[src/rtl/operand_fetch_ctrl_pkg.sv]
// Shared definitions for the operand fetch controller.
// Holds the memory command codes, the ALU op encodings and the FSM state encoding.
// Ports: none (package).
package operand_fetch_ctrl_pkg;

  // Command codes on the tx bus; sized to CMD_W at the point of use.
  localparam int CMD_CLEAR = 0;
  localparam int CMD_LOAD  = 1;
  localparam int CMD_HOLD  = 2;

  localparam logic [1:0] OP_ADD = 2'b00;
  localparam logic [1:0] OP_SUB = 2'b01;
  localparam logic [1:0] OP_AND = 2'b10;
  localparam logic [1:0] OP_OR  = 2'b11;

  typedef enum logic [3:0] {
    ST_IDLE,
    ST_CLR,
    ST_REQ_A,
    ST_WAIT_A,
    ST_REQ_B,
    ST_WAIT_B,
    ST_EXEC,
    ST_DONE,
    ST_FAULT
  } state_t;

endpackage

[src/rtl/operand_fetch_ctrl_fetch_alu.sv]
// Combinational two-operand ALU producing a WIDTH+1 bit result.
// Ports: a, b (operands), op (ALU op), y (result; top bit is carry for add,
//        borrow for sub, zero for and/or).
module fetch_alu
  import operand_fetch_ctrl_pkg::*;
#(
  parameter int WIDTH = 4
) (
  input  logic [WIDTH-1:0] a,
  input  logic [WIDTH-1:0] b,
  input  logic [1:0]       op,
  output logic [WIDTH:0]   y
);

  always_comb begin
    y = '0;
    case (op)
      OP_ADD:  y = {1'b0, a} + {1'b0, b};
      // Zero-extended subtraction wraps so the top bit is set exactly when a < b.
      OP_SUB:  y = {1'b0, a} - {1'b0, b};
      OP_AND:  y = {1'b0, a & b};
      default: y = {1'b0, a | b};
    endcase
  end

endmodule

[src/rtl/operand_fetch_ctrl.sv]
// Operand fetch controller: issues CLEAR/LOAD/HOLD to the operand memory, fetches
// A then B while checking the memory phase bit, resyncs on mismatch, then runs the ALU.
// Ports: clock, reset (async active-high), start/op/clear (requests, IDLE only),
//        entrada/contador (memory data and phase), tx (registered command),
//        busy, done (1-cycle pulse), result, err (mismatch seen), fault (retries exhausted).
module operand_fetch_ctrl
  import operand_fetch_ctrl_pkg::*;
#(
  parameter int WIDTH     = 4,
  parameter int CMD_W     = 4,
  parameter int MAX_RETRY = 2
) (
  input  logic             clock,
  input  logic             reset,
  input  logic             start,
  input  logic [1:0]       op,
  input  logic             clear,
  input  logic [WIDTH-1:0] entrada,
  input  logic             contador,
  output logic [CMD_W-1:0] tx,
  output logic             busy,
  output logic             done,
  output logic [WIDTH:0]   result,
  output logic             err,
  output logic             fault
);

  localparam int RW = (MAX_RETRY < 1) ? 1 : $clog2(MAX_RETRY + 1);
  localparam logic [RW-1:0] RETRY_LIMIT = RW'(MAX_RETRY);

  state_t           state_q, state_d;
  logic [1:0]       op_q;
  logic [WIDTH-1:0] a_q, b_q;
  logic [RW-1:0]    retry_q;
  logic [WIDTH:0]   alu_y;
  logic [CMD_W-1:0] tx_d;
  logic             busy_d, done_d;
  logic             accept, cap_a, cap_b, mismatch;

  fetch_alu #(.WIDTH(WIDTH)) u_alu (
    .a  (a_q),
    .b  (b_q),
    .op (op_q),
    .y  (alu_y)
  );

  always_ff @(posedge clock or posedge reset) begin
    if (reset) state_q <= ST_IDLE;
    else       state_q <= state_d;
  end

  always_comb begin
    state_d  = state_q;
    accept   = 1'b0;
    cap_a    = 1'b0;
    cap_b    = 1'b0;
    mismatch = 1'b0;
    case (state_q)
      ST_IDLE: begin
        // clear has priority; a simultaneous start is dropped, not queued.
        if (clear) begin
          state_d = ST_CLR;
        end else if (start) begin
          state_d = ST_REQ_A;
          accept  = 1'b1;
        end
      end
      ST_CLR:    state_d = ST_IDLE;
      ST_REQ_A:  state_d = ST_WAIT_A;
      ST_WAIT_A: begin
        if (contador) begin
          cap_a   = 1'b1;
          state_d = ST_REQ_B;
        end else begin
          mismatch = 1'b1;
        end
      end
      ST_REQ_B:  state_d = ST_WAIT_B;
      ST_WAIT_B: begin
        if (!contador) begin
          cap_b   = 1'b1;
          state_d = ST_EXEC;
        end else begin
          mismatch = 1'b1;
        end
      end
      ST_EXEC:   state_d = ST_DONE;
      ST_DONE:   state_d = ST_IDLE;
      ST_FAULT:  state_d = ST_FAULT;
      default:   state_d = ST_IDLE;
    endcase

    // Restarting from A issues one extra LOAD, which flips the memory's phase back into step.
    if (mismatch) state_d = (retry_q == RETRY_LIMIT) ? ST_FAULT : ST_REQ_A;

    // Outputs are registered from the next state so they line up with the state they describe.
    tx_d = CMD_W'(CMD_HOLD);
    if (state_d == ST_REQ_A || state_d == ST_REQ_B) tx_d = CMD_W'(CMD_LOAD);
    else if (state_d == ST_CLR)                     tx_d = CMD_W'(CMD_CLEAR);
    busy_d = (state_d != ST_IDLE) && (state_d != ST_CLR);
    done_d = (state_d == ST_DONE);
  end

  always_ff @(posedge clock or posedge reset) begin
    if (reset) begin
      tx      <= CMD_W'(CMD_HOLD);
      busy    <= 1'b0;
      done    <= 1'b0;
      err     <= 1'b0;
      fault   <= 1'b0;
      result  <= '0;
      a_q     <= '0;
      b_q     <= '0;
      op_q    <= OP_ADD;
      retry_q <= '0;
    end else begin
      tx   <= tx_d;
      busy <= busy_d;
      done <= done_d;
      if (accept) begin
        op_q    <= op;
        err     <= 1'b0;
        retry_q <= '0;
      end
      if (cap_a) a_q <= entrada;
      if (cap_b) b_q <= entrada;
      if (mismatch) begin
        err <= 1'b1;
        if (retry_q == RETRY_LIMIT) fault   <= 1'b1;
        else                        retry_q <= retry_q + 1'b1;
      end
      if (state_q == ST_EXEC) result <= alu_y;
    end
  end

endmodule

[config.mk]
export PLATFORM = sky130hd
export DESIGN_NAME = operand_fetch_ctrl
export DESIGN_NICKNAME = d
export VERILOG_FILES = /design/src/rtl/operand_fetch_ctrl_pkg.sv /design/src/rtl/operand_fetch_ctrl_fetch_alu.sv /design/src/rtl/operand_fetch_ctrl.sv
export SDC_FILE = /design/constraint.sdc
export NUM_CORES = 1
export LEC_CHECK = 0
export ABC_AREA = 1
export BUFFER_PORTS_ARGS = -buffer_cell sky130_fd_sc_hd__buf_2
export CAP_MARGIN = 20
export CELL_PAD_IN_SITES_DETAIL_PLACEMENT = 1
export CELL_PAD_IN_SITES_GLOBAL_PLACEMENT = 1
export CORE_UTILIZATION = 44
export CTS_CLUSTER_SIZE = 30
export DETAILED_ROUTE_END_ITERATION = 6
export PLACE_DENSITY = 0.85
export SYNTH_ARGS = -nofsm -noshare
export SYNTH_HDL_FRONTEND = slang
export SYNTH_HIERARCHICAL = 1
export SYNTH_SLANG_ARGS = --single-unit
[constraint.sdc]
create_clock -name clock -period 3.5 [get_ports clock]
set_input_delay 0.35 -clock clock [delete_from_list [all_inputs] [get_ports clock]]
set_output_delay 0.35 -clock clock [all_outputs]
set_load 0.005 [all_outputs]
==> results of run 1 <==
==> through the flow <==
step / hold slack, ps / total power [µW]
after floorplan: 402 / 1290
after global placement: 442 / 1500
after detailed placement: 455 / 1540
after CTS: 202 / 1690
after global routing: 202 / 1880
final: 214 / 1670
==> worst min-delay path: stages <==
cell,delay [ps]
buf_2,90
nand2_1,50
nand2_1,40
==> final cells by class <==
type / count / area share
well taps: 46 / 0.0321
clock buffers: 3 / 0.0126
multi-input cells: 143 / 0.433
flip-flops and latches: 27 / 0.378
inverters: 29 / 0.0607
clock inverters: 1 / 0.00419
repair buffers: 23 / 0.0796
==> registers in the layout (all words and copies together) (netlist names) <==
name     count
fault        1
done         1
tx           2
err          1
a_q          4
state_q      4
result       5
retry_q      2
op_q         2
b_q          4
busy         1
==> path summary, 6_finish.rpt <==
kind | start | endpoint | depth (start not counted)
worst min register to register | fault | fault | 2
worst max register to register | b_q[0] | result[3] | 11
worst min-delay path | entrada[1] | a_q[1] | 3
min in group asynchronous | reset | tx[0] | 3
max in group asynchronous | reset | tx[1] | 4
worst max-delay path | b_q[0] | result[3] | 11
==> logic make-up after synthesis <==
group / synth area share
DFF: 0.430
other: 0.00238
and+or+nand+nor: 0.355
adders and majority gates: 0.0684
AOI/OAI and AO/OA: 0.0541
xor gates and xnor gates: 0.0111
buffers and inverters: 0.0787
==> cell usage in the layout (no fill, tap or decap), types with 2 or more instances in the layout <==
cell type  count
a21oi_1        5
buf_2         21
clkbuf_4       3
conb_1         2
dfrtp_1       26
ha_1           7
inv_1         23
inv_2          6
nand2_1       71
nand2_2        6
nand3_1       15
nand3_2        8
nor2_1         9
nor2_2         2
nor2_4         2
o211ai_1       2
o21ai_0        6
xor2_1         2
==> report_power, final <==
part | total [µW] | switching, µW | internal, µW
registers | 558 | 112 | 446
logic | 977 | 597 | 379
clock network | 136 | 92.4 | 43.7
total | 1670 | 802 | 869
==> layer usage <==
metal | up-vias | track usage | share of wire
met1 | 597 | 0.287 | 0.50
met5 | - | 0 | 0
met3 | 2 | 0.0497 | 0.030
met2 | 24 | 0.343 | 0.46
li1 | 668 | - | -
met4 | 0 | 0.0286 | 0.0036
==> run summary, run 1 <==
status -> finished clean
CP peak stage delay -> 420 ps
slowest CP cell -> dfrtp_1
Power Density -> 932 nW/µm²
synth top area cells -> dfrtp_1 41%, nand2_1 17%, ha_1 5.6%
MaxCap Viol Count -> 0
final net count -> 246
CP required -> 3730 ps
Worst Setup End Kind -> flip-flop
Final TNS setup -> 0 ps
first-pass GRT wire length -> 5740 µm
CP delay by family, top -> adder cells
final hold vios -> 0
prevailing post-synth register cell -> dfrtp_1
DRT Pass-1 Iters -> 4
share of the synthesized area in the top cell type -> 0.413
Min Clock Period, post-route -> 1960 ps
starting density of the core -> 0.464
post-route cell area -> 1790 µm²
share of layout cells above drive strength 1 -> 0.230
clk buf depth -> 2
IO Port Bufs -> 21
max-slew violations -> 0
Mapped Area -> 1570 µm²
post_cts resized -> 0
synth cell count leaders -> 71 x nand2_1, 26 x dfrtp_1, 23 x inv_1
Cell Chain, Critical Path -> inv_1 -> ha_1 -> a21oi_1 -> xor2_1 -> ha_1 -> a21oi_1 -> nand3_1 -> nand3_1 -> nand2_1 -> nand2_1 -> nand2_1
Seq. cell area -> 677 µm²
cell accounting for the most synthesized area -> dfrtp_1
CP Max Fanout -> 5
drt drc -> 0
Clock transition at path regs -> 150 ps
maximum vdd ir drop -> 0.372 mV
sequential cell area fraction in the yosys report -> 0.430
WP buf/inv -> 1
max frequency -> 510 MHz
Avg WL per Cell -> 12.4 µm
pre-CTS WS -> 1550 ps
ant diodes -> 0
WP data arrival -> 2190 ps
via count -> 1291
Antenna Violating Nets Remaining -> 0
total grt overflow -> 0
CTS Hold Bufs -> 0
worst min path class -> input port to flip-flop
Inst Count DP -> 266
unrepaired setup endpoints after global routing -> false
vias in the first global route -> 1256
Synth cell types -> 24
width of the die -> 61.8 µm
Iteration-0 DRC Markers -> 27
Final HPWL DP -> 2700 µm
CTS tree -> yes
critical path class -> flip-flop to flip-flop
final setup fails -> 0
fin crit share -> 0.560
fin cells -> 272
gr usage total -> 0.208
# IOs -> 24
largest net degree at the start of global routing -> 28
Clock Sinks -> 27
initial antenna violation count -> 0
GPL Wtd Cong -> 0.903
Setup WS post-layout -> 1540 ps
Post-CTS Setup Bufs -> 0
CTS Buf Count -> 3
fin util -> 0.529
Routed WL -> 3370 µm
static leakage -> 0.00104 µW
EDFF count, synth -> 0
Area growth syn-to-layout -> 13.9%
yosys warns -> 6
Clock Skew -> 14.3 ps
CP dominant cell by count -> nand2_1
Rows -> 21
Post-Synthesis Cells -> 200
multi-input logic area -> 777 µm²
top-count cell post-synth -> nand2_1
Async S/R FF share, synth -> 1.00
CORE AREA -> 3390 µm²
FILL cells -> 444
Worst setup SP type -> flip-flop
worst-skew pair later-pin latency -> 330 ps
H-tree levels -> 1
worst reg2reg setup slack -> 1540 ps
flops & latches, synth -> 27
die height -> 61.8 µm
Vias per Instance -> 4.75
Die Area -> 3820 µm²
clock root buffer -> clkbuf_4
Syn Area/Cell -> 7.87 µm²
placed cell area -> 1730 µm²
(Power assumes the default switching activity.)
==> inputs of run 2 (changes only) <==
--- a/config.mk
+++ b/config.mk
@@ -10,10 +10,10 @@
 export CAP_MARGIN = 20
 export CELL_PAD_IN_SITES_DETAIL_PLACEMENT = 1
 export CELL_PAD_IN_SITES_GLOBAL_PLACEMENT = 1
-export CORE_UTILIZATION = 44
+export CORE_UTILIZATION = 41
 export CTS_CLUSTER_SIZE = 30
 export DETAILED_ROUTE_END_ITERATION = 6
-export PLACE_DENSITY = 0.85
+export PLACE_DENSITY = 0.8
 export SYNTH_ARGS = -nofsm -noshare
 export SYNTH_HDL_FRONTEND = slang
 export SYNTH_HIERARCHICAL = 1
==> constraint.sdc (replaced) <==
create_clock -name clock -period 1.88 [get_ports clock]
set_input_delay 0.188 -clock clock [delete_from_list [all_inputs] [get_ports clock]]
set_output_delay 0.188 -clock clock [all_outputs]
set_load 0.005 [all_outputs]
==> run 2 against run 1 <==
Compared with the run above:
- sequential cell count stayed put
- clock skew decreased by 12 ps
- sequential share of layout area shrank 2.2 points
- die area up 7.1%
- utilization down 0.85 points
- global-route usage is 0.70 points higher
- sequential power up 83%
- clock-buffer cell count unchanged
- largest power group unchanged
- highest routed layer unchanged
==> run summary, run 2 (synthesized netlist as in run 1, its figures left out) <==
status -> finished clean
fin crit share -> 0.963 (+0.403)
clock power share -> 0.095 (+0.014)
Area growth syn-to-layout -> 21.1%
Clock transition at path regs -> 90 ps (-60 ps)
share of layout cells above drive strength 1 -> 0.301 (+0.0708)
Clock Skew -> 2.02 ps (-12.2 ps)
Rows -> 22 (+4.8%)
FILL cells -> 483 (+8.8%)
drt drc -> 0 (unchanged)
placed cell area -> 1780 µm² (+3.2%)
sequential share of power -> 0.285 (-0.049)
Routed WL -> 3920 µm (+16%)
CORE AREA -> 3660 µm² (+8.0%)
CP Max Fanout -> 5 (unchanged)
Avg WL per Cell -> 13.8 µm (+11%)
maximum vdd ir drop -> 0.684 mV (+84%)
clk buf depth -> 2 (unchanged)
gr usage total -> 0.215 (+0.00701)
die height -> 64.0 µm (+3.5%)
starting density of the core -> 0.430 (-0.0344)
max reg flops -> 5 (unchanged)
final setup fails -> 0 (unchanged)
CTS Buf Count -> 3 (unchanged)
WP data arrival -> 1990 ps (-200 ps)
Vias per Instance -> 4.89 (+3.0%)
MaxCap Viol Count -> 0 (unchanged)
largest net degree at the start of global routing -> 28 (unchanged)
Final HPWL DP -> 2950 µm (+8.9%)
H-tree levels -> 1 (unchanged)
most frequent cells in the layout -> 71 x nand2_1, 26 x dfrtp_1, 21 x buf_2, 20 x inv_1, 15 x nand3_1
critical path class -> flip-flop to flip-flop
# IOs -> 24 (unchanged)
DRT Pass-1 Iters -> 6 (+2)
worst-skew pair later-pin latency -> 280 ps (-50 ps)
post-route cell area -> 1910 µm² (+6.3%)
initial antenna violation count -> 0 (unchanged)
combinational power share -> 0.620 (+0.035)
CP required -> 2060 ps (-1670 ps)
ant diodes -> 0 (unchanged)
switching power -> 1670 µW (+110%)
unrepaired setup endpoints after global routing -> true
Worst setup SP type -> flip-flop
Iteration-0 DRC Markers -> 54 (+100%)
fin util -> 0.521 (-0.00847)
Biggest register -> result
clock root buffer -> clkbuf_8
Clock Sinks -> 27 (unchanged)
Die Area -> 4090 µm² (+7.1%)
IO Port Bufs -> 21 (unchanged)
GPL Wtd Cong -> 0.859 (-4.9%)
max frequency -> 552 MHz (+8.2%)
total grt overflow -> 0 (unchanged)
Power Density -> 1880 nW/µm² (+100%)
width of the die -> 64.0 µm (+3.5%)
first-pass GRT wire length -> 6760 µm (+18%)
max-slew violations -> 0 (unchanged)
internal power -> 1910 µW (+120%)
commonest non-fill, non-tap cell in the layout -> nand2_1
final hold vios -> 0 (unchanged)
via count -> 1389 (+7.6%)
CTS tree -> yes
final net count -> 256 (+4.1%)
vias in the first global route -> 1480 (+18%)
Min Clock Period, post-route -> 1810 ps (-149 ps)
Worst Setup End Kind -> flip-flop
Sw Share -> 0.467 (-0.0130)
static leakage -> 0.00109 µW (+5.1%)
Antenna Violating Nets Remaining -> 0 (unchanged)
worst min path class -> input port to flip-flop
[run 2: power groups by stage]
| stage | Combinational [µW] | Clock (µW) | Sequential, µW |
|---|---|---|---|
| floorplan | 1380 | 0 | 1010 |
| global placement | 1850 | 0 | 1010 |
| detailed placement | 1960 | 0 | 1030 |
| CTS | 2050 | 352 | 1010 |
| global route | 2520 | 368 | 1060 |
| finish | 2220 | 339 | 1020 |
[run 2: layout make-up]
type | count | area (µm²) | share of cell area
Inverter | 29 | 109 | 0.0571
Clock inverter | 1 | 5.00 | 0.00263
Timing Repair Buffer | 33 | 198 | 0.104
Multi-Input combinational cell | 143 | 816 | 0.428
Clock buffer | 3 | 41.3 | 0.0217
Tap cell | 48 | 60.1 | 0.0315
Sequential cell | 27 | 677 | 0.355
[run 2: stage by stage]
stage | hold slack, ps | TNS [ps] | worst slack, ps | total power, µW | std cells
floorplan | 240 | 0 | 111 | 2400 | 201
global placement | 268 | 0 | 64.2 | 2860 | 275
detailed placement | 274 | -41.2 | -35.2 | 2980 | 275
CTS | 99.0 | 0 | 8.10 | 3410 | 281
global route | 125 | -117 | -59.4 | 3950 | 284
finish | 103 | 0 | 69.1 | 3590 | 284
[run 2: worst paths after layout]
check	from	to	slack [ps]	cells past startpoint
max	b_q[0]	result[3]	70	11
min	op[0]	op_q[0]	100	3
max reg2reg	b_q[0]	result[3]	70	11
min reg2reg	fault	fault	460	2
max in group asynchronous	reset	tx[1]	1070	4
min in group asynchronous	reset	result[0]	520	4
[run 2: what timing repair did]
item / CTS / global route
gates cloned: 0 / 0
endpoints found under the hold margin: 26 / 0
setup endpoints to repair: 2 / 4
hold buffers: 1 / 0
pin swaps: 0 / 3
gates resized for setup: 3 / 7
buffers inserted: 1 / 3
[run 2: metal layers]
| layer | routed length [µm] | track usage |
|---|---|---|
| met1 | 1820 | 0.274 |
| met2 | 1940 | 0.370 |
| met3 | 92 | 0.0321 |
| met4 | 59 | 0.0739 |
| met5 | 0 | 0 |
[run 2: critical path, cell delays in order, from the launching register on]
cell,delay (ps)
dfrtp_1,400
inv_2,100
ha_4,140
a21oi_2,40
xor2_1,160
ha_1,370
a21oi_2,170
nand3_1,80
nand3_1,80
nand2_1,50
nand2_1,60
nand2_1,40
